## src/rtl/edge_pulse_gen_pkg.sv

```systemverilog
// Shared definitions for the edge pulse generator and neighbouring blocks:
// parameter defaults, legal parameter ranges and the edge classification
// helper used by the pulse logic.
package edge_pulse_gen_pkg;

  // Parameter defaults.
  localparam int DEF_SYNC_STAGES  = 2;
  localparam int DEF_DEBOUNCE_CYC = 4;
  localparam int DEF_CNT_W        = 8;

  // Legal parameter ranges.
  localparam int SYNC_STAGES_MIN  = 2;
  localparam int SYNC_STAGES_MAX  = 4;
  localparam int DEBOUNCE_CYC_MIN = 1;
  localparam int DEBOUNCE_CYC_MAX = 255;
  localparam int CNT_W_MIN        = 1;

  // Debounce counter width, large enough for DEBOUNCE_CYC_MAX - 1.
  localparam int DEB_W = 8;

  // Kind of level transition accepted by the debouncer in a given cycle.
  typedef enum logic [1:0] {
    EDGE_NONE = 2'd0,
    EDGE_POS  = 2'd1,
    EDGE_NEG  = 2'd2
  } edge_kind_e;

  // Classify a debouncer acceptance: when a new level is accepted, the new
  // level value tells which direction the transition went.
  function automatic edge_kind_e classify_edge(input logic accept,
                                               input logic new_level);
    edge_kind_e kind;
    if (accept) begin
      if (new_level) begin
        kind = EDGE_POS;
      end else begin
        kind = EDGE_NEG;
      end
    end else begin
      kind = EDGE_NONE;
    end
    return kind;
  endfunction

endpackage : edge_pulse_gen_pkg

```

## src/rtl/edge_pulse_gen_sync.sv

```systemverilog
// Multi-flop synchronizer for a single asynchronous level. The only place
// the raw input is sampled; q is the output of the last stage.
module edge_sync #(
  parameter int STAGES = 2
) (
  input  logic clk,
  input  logic rst_n,
  input  logic d,
  output logic q
);

  logic [STAGES-1:0] sync_r;

  // Shift the raw level through the synchronizer chain.
  always_ff @(posedge clk or negedge rst_n) begin
    if (!rst_n) begin
      sync_r <= {STAGES{1'b0}};
    end else begin
      sync_r <= {sync_r[STAGES-2:0], d};
    end
  end

  assign q = sync_r[STAGES-1];

endmodule : edge_sync

```

## src/rtl/edge_pulse_gen.sv

```systemverilog
// Edge pulse generator: synchronizes an asynchronous level, debounces it,
// emits registered single-cycle strobes on accepted rising/falling
// transitions, and keeps saturating edge counters plus sticky edge flags.
//
// The debouncer always tracks the input, independent of en, so a
// transition absorbed while disabled never produces a late strobe.
// Counters and sticky flags update on the same edge that loads the strobe,
// which lets clr win cleanly over a coincident transition while the strobe
// itself is still delivered.
module edge_pulse_gen
  import edge_pulse_gen_pkg::*;
#(
  parameter int SYNC_STAGES  = DEF_SYNC_STAGES,
  parameter int DEBOUNCE_CYC = DEF_DEBOUNCE_CYC,
  parameter int CNT_W        = DEF_CNT_W
) (
  input  logic             clk,
  input  logic             rst_n,
  input  logic             din,
  input  logic             en,
  input  logic             clr,
  output logic             level,
  output logic             pos_pulse,
  output logic             neg_pulse,
  output logic             any_pulse,
  output logic [CNT_W-1:0] pos_cnt,
  output logic [CNT_W-1:0] neg_cnt,
  output logic             pos_seen,
  output logic             neg_seen
);

  // Reject illegal parameterisations at elaboration time.
  if ((SYNC_STAGES < SYNC_STAGES_MIN) || (SYNC_STAGES > SYNC_STAGES_MAX)) begin : g_bad_sync
    $error("edge_pulse_gen: SYNC_STAGES out of range");
  end
  if ((DEBOUNCE_CYC < DEBOUNCE_CYC_MIN) || (DEBOUNCE_CYC > DEBOUNCE_CYC_MAX)) begin : g_bad_deb
    $error("edge_pulse_gen: DEBOUNCE_CYC out of range");
  end
  if (CNT_W < CNT_W_MIN) begin : g_bad_cnt
    $error("edge_pulse_gen: CNT_W out of range");
  end

  // Last debounce count before a mismatching level is accepted.
  localparam logic [DEB_W-1:0] DEB_LAST = DEB_W'(DEBOUNCE_CYC - 1);
  localparam logic [DEB_W-1:0] DEB_ONE  = DEB_W'(1);
  localparam logic [CNT_W-1:0] CNT_MAX  = {CNT_W{1'b1}};
  localparam logic [CNT_W-1:0] CNT_ONE  = CNT_W'(1);

  // Synchronized input.
  logic             din_sync_s;

  // Debouncer state and next-state.
  logic [DEB_W-1:0] deb_cnt_r;
  logic [DEB_W-1:0] deb_cnt_nxt_s;
  logic             level_r;
  logic             level_nxt_s;
  logic             accept_s;

  // Edge decode.
  edge_kind_e       edge_kind_s;
  logic             pos_set_s;
  logic             neg_set_s;

  // Registered outputs.
  logic             pos_pulse_r;
  logic             neg_pulse_r;
  logic             any_pulse_r;
  logic [CNT_W-1:0] pos_cnt_r;
  logic [CNT_W-1:0] neg_cnt_r;
  logic             pos_seen_r;
  logic             neg_seen_r;

  edge_sync #(
    .STAGES (SYNC_STAGES)
  ) u_sync (
    .clk   (clk),
    .rst_n (rst_n),
    .d     (din),
    .q     (din_sync_s)
  );

  // Debounce next-state: count consecutive mismatches, accept on the last.
  always_comb begin
    deb_cnt_nxt_s = {DEB_W{1'b0}};
    level_nxt_s   = level_r;
    accept_s      = 1'b0;
    if (din_sync_s != level_r) begin
      if (deb_cnt_r == DEB_LAST) begin
        accept_s      = 1'b1;
        level_nxt_s   = din_sync_s;
        deb_cnt_nxt_s = {DEB_W{1'b0}};
      end else begin
        deb_cnt_nxt_s = deb_cnt_r + DEB_ONE;
      end
    end else begin
      deb_cnt_nxt_s = {DEB_W{1'b0}};
    end
  end

  // Decode the accepted transition into enabled rising/falling set strobes.
  always_comb begin
    pos_set_s   = 1'b0;
    neg_set_s   = 1'b0;
    edge_kind_s = classify_edge(accept_s, din_sync_s);
    case (edge_kind_s)
      EDGE_POS: pos_set_s = en;
      EDGE_NEG: neg_set_s = en;
      EDGE_NONE: begin
        pos_set_s = 1'b0;
        neg_set_s = 1'b0;
      end
      default: begin
        pos_set_s = 1'b0;
        neg_set_s = 1'b0;
      end
    endcase
  end

  // Debouncer state register; tracks the input regardless of en.
  always_ff @(posedge clk or negedge rst_n) begin
    if (!rst_n) begin
      deb_cnt_r <= {DEB_W{1'b0}};
      level_r   <= 1'b0;
    end else begin
      deb_cnt_r <= deb_cnt_nxt_s;
      level_r   <= level_nxt_s;
    end
  end

  // Single-cycle edge strobes; clr does not suppress them.
  always_ff @(posedge clk or negedge rst_n) begin
    if (!rst_n) begin
      pos_pulse_r <= 1'b0;
      neg_pulse_r <= 1'b0;
      any_pulse_r <= 1'b0;
    end else begin
      pos_pulse_r <= pos_set_s;
      neg_pulse_r <= neg_set_s;
      any_pulse_r <= pos_set_s | neg_set_s;
    end
  end

  // Rising-edge counter (saturating) and sticky flag; clr wins.
  always_ff @(posedge clk or negedge rst_n) begin
    if (!rst_n) begin
      pos_cnt_r  <= {CNT_W{1'b0}};
      pos_seen_r <= 1'b0;
    end else if (clr) begin
      pos_cnt_r  <= {CNT_W{1'b0}};
      pos_seen_r <= 1'b0;
    end else if (pos_set_s) begin
      if (pos_cnt_r != CNT_MAX) begin
        pos_cnt_r <= pos_cnt_r + CNT_ONE;
      end else begin
        pos_cnt_r <= pos_cnt_r;
      end
      pos_seen_r <= 1'b1;
    end else begin
      pos_cnt_r  <= pos_cnt_r;
      pos_seen_r <= pos_seen_r;
    end
  end

  // Falling-edge counter (saturating) and sticky flag; clr wins.
  always_ff @(posedge clk or negedge rst_n) begin
    if (!rst_n) begin
      neg_cnt_r  <= {CNT_W{1'b0}};
      neg_seen_r <= 1'b0;
    end else if (clr) begin
      neg_cnt_r  <= {CNT_W{1'b0}};
      neg_seen_r <= 1'b0;
    end else if (neg_set_s) begin
      if (neg_cnt_r != CNT_MAX) begin
        neg_cnt_r <= neg_cnt_r + CNT_ONE;
      end else begin
        neg_cnt_r <= neg_cnt_r;
      end
      neg_seen_r <= 1'b1;
    end else begin
      neg_cnt_r  <= neg_cnt_r;
      neg_seen_r <= neg_seen_r;
    end
  end

  assign level     = level_r;
  assign pos_pulse = pos_pulse_r;
  assign neg_pulse = neg_pulse_r;
  assign any_pulse = any_pulse_r;
  assign pos_cnt   = pos_cnt_r;
  assign neg_cnt   = neg_cnt_r;
  assign pos_seen  = pos_seen_r;
  assign neg_seen  = neg_seen_r;

endmodule : edge_pulse_gen
```

## config.mk

```make
export PLATFORM = sky130hd
export DESIGN_NAME = edge_pulse_gen
export DESIGN_NICKNAME = d
export VERILOG_FILES = /design/src/rtl/edge_pulse_gen_pkg.sv /design/src/rtl/edge_pulse_gen_sync.sv /design/src/rtl/edge_pulse_gen.sv
export SDC_FILE = /design/constraint.sdc
export NUM_CORES = 1
export LEC_CHECK = 0
export BUFFER_PORTS_ARGS = -buffer_cell sky130_fd_sc_hd__buf_2
export CORE_UTILIZATION = 54
export DETAILED_ROUTE_END_ITERATION = 8
export GPL_ROUTABILITY_DRIVEN = 0
export PLACE_DENSITY = 0.78
export RECOVER_POWER = 25
export SYNTH_ARGS = -nofsm -noshare
export SYNTH_HDL_FRONTEND = slang
export SYNTH_SLANG_ARGS = --single-unit
```

## constraint.sdc

```tcl
create_clock -name clk -period 2.9 [get_ports clk]
set_input_delay 0.145 -clock clk [delete_from_list [all_inputs] [get_ports clk]]
set_output_delay 0.145 -clock clk [all_outputs]
set_load 0.02 [all_outputs]
```

# Yosys cells after proc, flatten, opt, wreduce, memory -nomap -nowiden
# Cells that the tools add are included.
# totals
ff_bits,32
out_inout_bits,22
word_cells,45
# op_classes
addsub,3
n_eq_ne,6
muxes,18
bitwise,1
n_reduce_logical,7
# ops
op,n
$mux 8,8
$add 8x1->8 const B,3
$ne 8x8->1 const B,2
$eq 8x2->1 const B,1
$mux 1,8
$reduce_bool 2->1,4
$reduce_and 2->1,3
$mux 2,2
$eq 2x1->1 const B,1
$eq 2x2->1 const B,1
$ne 1x1->1,1
$or 1x1->1,1

# Longest topological paths before layout
# depth
ltp_word,8
mapped_depth,7

# Modules after synthesis
# A second synthesis with hierarchy kept.
# unflattened
cells_unflattened,146
area_unflattened_um2,1512.7
# by_module_without_submodules
mod,n_inst,cells_each,area_each_um2
edge_pulse_gen,1,144,1462.7
edge_sync,1,2,50.0

# Worst setup path before layout
# No wires, ideal clock.
# synth_timing
path_type,reg2reg
start,register deb_cnt_r[0]
end,"register pos_cnt_r[2], in the netlist pos_cnt[2]"
setup_time_ns,0.140
arrival_time_ns,2.166
t_required_ns,2.760
path_slack_ns,0.594
path_stages_with_launch,7
n_path_buf,1
period_less_slack_ns,2.306
cell_sequence,dfrtp_1 > ha_1 > or3b_2 > or4_4 > buf_2 > o311ai_0 > o41ai_1
# synth_via
elab_chain_cells,8
# synth_lines
element,line_no,rtl
start: declaration,edge_pulse_gen.sv:53,logic [DEB_W-1:0] deb_cnt_r;
start signal: assignment,edge_pulse_gen.sv:122,deb_cnt_r <= {DEB_W{1'b0}};
start signal: assignment,edge_pulse_gen.sv:125,deb_cnt_r <= deb_cnt_nxt_s;
$eq 8x2->1,edge_pulse_gen.sv:88,if (deb_cnt_r == DEB_LAST) begin
$mux 1,edge_pulse_gen.sv:88,
$mux 1,edge_pulse_gen.sv:87,if (din_sync_s != level_r) begin
$mux 2,edge_pulse_gen_pkg.sv:33,if (accept) begin
$eq 2x1->1,edge_pulse_gen.sv:105,case (edge_kind_s)
$mux 1,edge_pulse_gen.sv:105,
$reduce_bool 2->1 (no line),-,
$reduce_and 2->1 (no line),-,
end signal: assignment,edge_pulse_gen.sv:146,pos_cnt_r <= {CNT_W{1'b0}};
end signal: assignment,edge_pulse_gen.sv:149,pos_cnt_r <= {CNT_W{1'b0}};
end signal: assignment,edge_pulse_gen.sv:153,pos_cnt_r <= pos_cnt_r + CNT_ONE;
end: declaration,edge_pulse_gen.sv:68,logic [CNT_W-1:0] pos_cnt_r;
# Every way passes these cells.
# A chain may end at the register's enable or synchronous reset.

# Worst setup path after layout
# layout_timing
start,register deb_cnt_r[0]
end,"register pos_cnt_r[4], in the netlist pos_cnt[4]"
# The elaborated chain is that of the path after synthesis.

==> impl_metrics.py <==
metrics = {
    "run": {
        "drv_cap": 1,
    },
    "die": {
        "dieWidth_um": 55.0,
        "start_util_pct": 59.0,
        "core_um2": 2570,
        "die_area_um2": 3020,
        "die_h_um": 55.0,
        "core.rowCount": 18,
        "io_pins": 27,
    },
    "detailed_routing": {
        "via_count": 1256,
        "detail_route.wl_per_cell_um": 14.3,
        "firstDrtPassIters": 4,
        "drt_iter0_drc": 30,
        "wl_um": 3020,
        "antenna_left": 0,
        "dr_wl_met2_um": 1440,
        "route.detailed.drc": 0,
        "wl_met1_um": 1380,
        "viasPerCell": 5.95,
        "wl_met3_um": 129,
        "top_layer": "met4",
    },
    "setup_path": {
        "path_class": "flop to flop",
        "path_max_fanout": 14,
        "critPathLaunchType": "flop",
        "endpoint_kind": "flop",
        "required_ps": 3150,
        "critPathArrivalTime_ps": 2860,
        "r2r.worst_path.cells": 5,
    },
    "synthesis": {
        "synth_cell_type_count": 36,
        "seq_area_frac_synth_pct": 52.8,
        "synth_compound_area_share_pct": 11.2,
        "synth_cells": 148,
        "ys_ff_latch": 32,
        "syn_nets": 156,
        "ys_warn_count": 0,
        "synthXorXnorAreaFrac_pct": 4.05,
        "syn_avg_cell_area_um2": 10.2,
        "muxShareOfSynthArea_pct": 3.47,
        "synthAdderAreaFrac_pct": 2.48,
        "synthSimpleGateAreaFrac_pct": 24.6,
        "synth_top_family_by_area": "simple AND/OR/NAND/NOR gates",
        "syn-cell-area_um2": 1520,
    },
    "timing": {
        "fin_crit_sh_pct": 89.9,
        "finalSetupViolCount": 0,
        "maxSlewHeadroom_pct": -10.4,
        "drv_slew": 33,
        "skew_ps": 5.77,
        "finalWorstSetupSlack_ps": 293,
        "fmax_mhz": 384,
        "hold_violations": 0,
        "rsz0062_at_grt": "false",
        "whs_ps": 50.4,
        "period_needed_ps": 2610,
        "finalSetupTns_ps": 0,
        "tightest_slew_ps": 1660,
    },
    "run_status": {
        "violations": "max-capacitance violations, max-slew violations",
        "status": "finished with violations",
    },
    "hold_path": {
        "min_path_type": "input pin to flop",
        "hold_depth": 3,
    },
    "global_route": {
        "grt_usage_pct": 23.3,
        "antenna_found_initial": 0,
        "grt_pass1_vias": 1081,
        "grt_pass1_wl_um": 4850,
        "globalRouteOverflowTotal": 0,
        "grt_max_degree": 33,
    },
    "cts": {
        "htree_levels": 2,
        "cts_buffers": 5,
        "insertion_delay_ps": 330,
        "clk_pin_slew_worst_paths_ps": 90,
        "root_buffer": "clkbuf_4",
        "clkSinkCount": 32,
        "cts_tree": "built",
        "cts_buffer_depth": 2,
    },
    "power_and_ir_drop": {
        "power_density_nw_per_um2": 492,
        "power.leakage_nw": 0.834,
        "vdd_ir_drop_max_mv": 0.395,
        "power_mw": 0.856,
    },
    "cells_and_area": {
        "regArea_um2": 801,
        "final_layout_size_suffix_gt1_share_pct": 20.4,
        "fin_nets": 189,
        "antennaDiodeCount": 0,
        "syn2layout_area_growth_pct": 14.8,
        "multiInputGateArea_um2": 694,
        "fillers": 219,
    },
    "place": {
        "pre_cts_slack_ps": 326,
        "placement.io_buffers": 26,
        "hpwl_um": 2130,
    },
}
## kinds of logic after synthesis
kind of cell	after synthesis
simple gates	70
flops	32
compound gates	26
xor+xnor	7
buf+inv	5
mux	5
fa+ha+maj	3
## metal layers
layer | vias up | global-route usage [%]
met3 | 9 | 7.65
met2 | 28 | 36.3
li1 | 606 | -
met5 | - | 0
met4 | 0 | 9.58
met1 | 613 | 29.6
## worst max-delay path, cell delays in order, from the launching register on
cell and delay, ps:
dfrtp_1 410, ha_1 250, or3b_2 520, or4_4 590, or4_1 560, a21oi_1 200
## Yosys cell counts
master	instances	share of area (%)
xnor2_1	1	0.58
mux2i_1	3	2.0
inv_1	2	0.50
nand3b_1	1	0.50
dfrtp_1	32	53
or4_4	3	2.2
o21ai_0	6	2.0
o41ai_1	1	0.58
o31ai_1	3	1.5
a21oi_1	8	2.6
nor2b_1	3	1.2
clkinv_1	1	0.25
ha_1	3	2.5
or2_1	1	0.41
o311a_1	2	1.3
o21bai_1	2	0.99
a311oi_1	1	0.58
nand2_1	12	3.0
or4_1	3	1.5
buf_2	1	0.33
clkbuf_1	1	0.25
a31oi_1	1	0.41
o311ai_0	1	0.58
nand3_1	11	3.6
nor3_1	3	0.99
nor2_1	18	4.5
or3b_2	1	0.58
or3_1	3	1.2
and3_1	5	2.1
mux2_2	2	1.5
nand2b_1	1	0.41
nor4_1	1	0.41
xor2_1	6	3.5
nand4_1	2	0.83
and4_1	2	1.2
a41o_1	1	0.66
## power by group
part / internal, mW / switching [mW]
combinational: 0.0465 / 0.0799
clock: 0.0891 / 0.137
sequential: 0.473 / 0.0305
total: 0.609 / 0.247
## worst paths after layout
path,slack (ps),to,startpoint
worst min-delay path,50,any_pulse,en
worst max register to register,290,pos_cnt[4],deb_cnt_r[0]
worst max-delay path,290,pos_cnt[4],deb_cnt_r[0]
min in group asynchronous,770,pos_cnt[0],rst_n
worst min register to register,360,u_sync.sync_r[1],u_sync.sync_r[0]
max in group asynchronous,1170,deb_cnt_r[1],rst_n
## state kept, by name (all words and copies together), names as in the netlist
name and count:
deb_cnt_r 8, neg_seen 1, pos_cnt 8, any_pulse 1, neg_pulse 1, pos_seen 1, neg_cnt 8, level 1
u_sync.sync_r 2, pos_pulse 1
## layout by cell type (no fill, tap or decap), types with 5 or more instances in the layout
cell type   n
dfrtp_1    32
buf_2      25
nor2_1     18
nand2_1    12
nand3_1    11
a21oi_1     8
xor2_1      6
o21ai_0     6
and3_1      5
clkbuf_4    5
## per-stage QoR
stage | util [%] | instance area (um^2) | cells
after floorplan | - | 1520 | 148
after global routing | 67.7 | 1740 | 211
after CTS | 67.8 | 1740 | 211
after detailed placement | 65.2 | 1670 | 202
final | 67.7 | 1740 | 211
after global placement | 65.2 | 1670 | 202
## layout make-up
class	instances	area share [%]
inverter	3	0.647
sequential	32	46.0
clock buffer	6	2.37
tap	30	2.16
timing repair buffer	28	8.56
clock inverter	1	0.288
multi-input combinational	111	39.9
## timing repair
item / 4_1_cts / 5_1_grt
hold buffers: 2 / 0
resized for setup: 0 / 0
setup buffers: 0 / 0
endpoints found under the hold margin: 33 / 0
No activity file was read; power rests on OpenSTA's default activity.
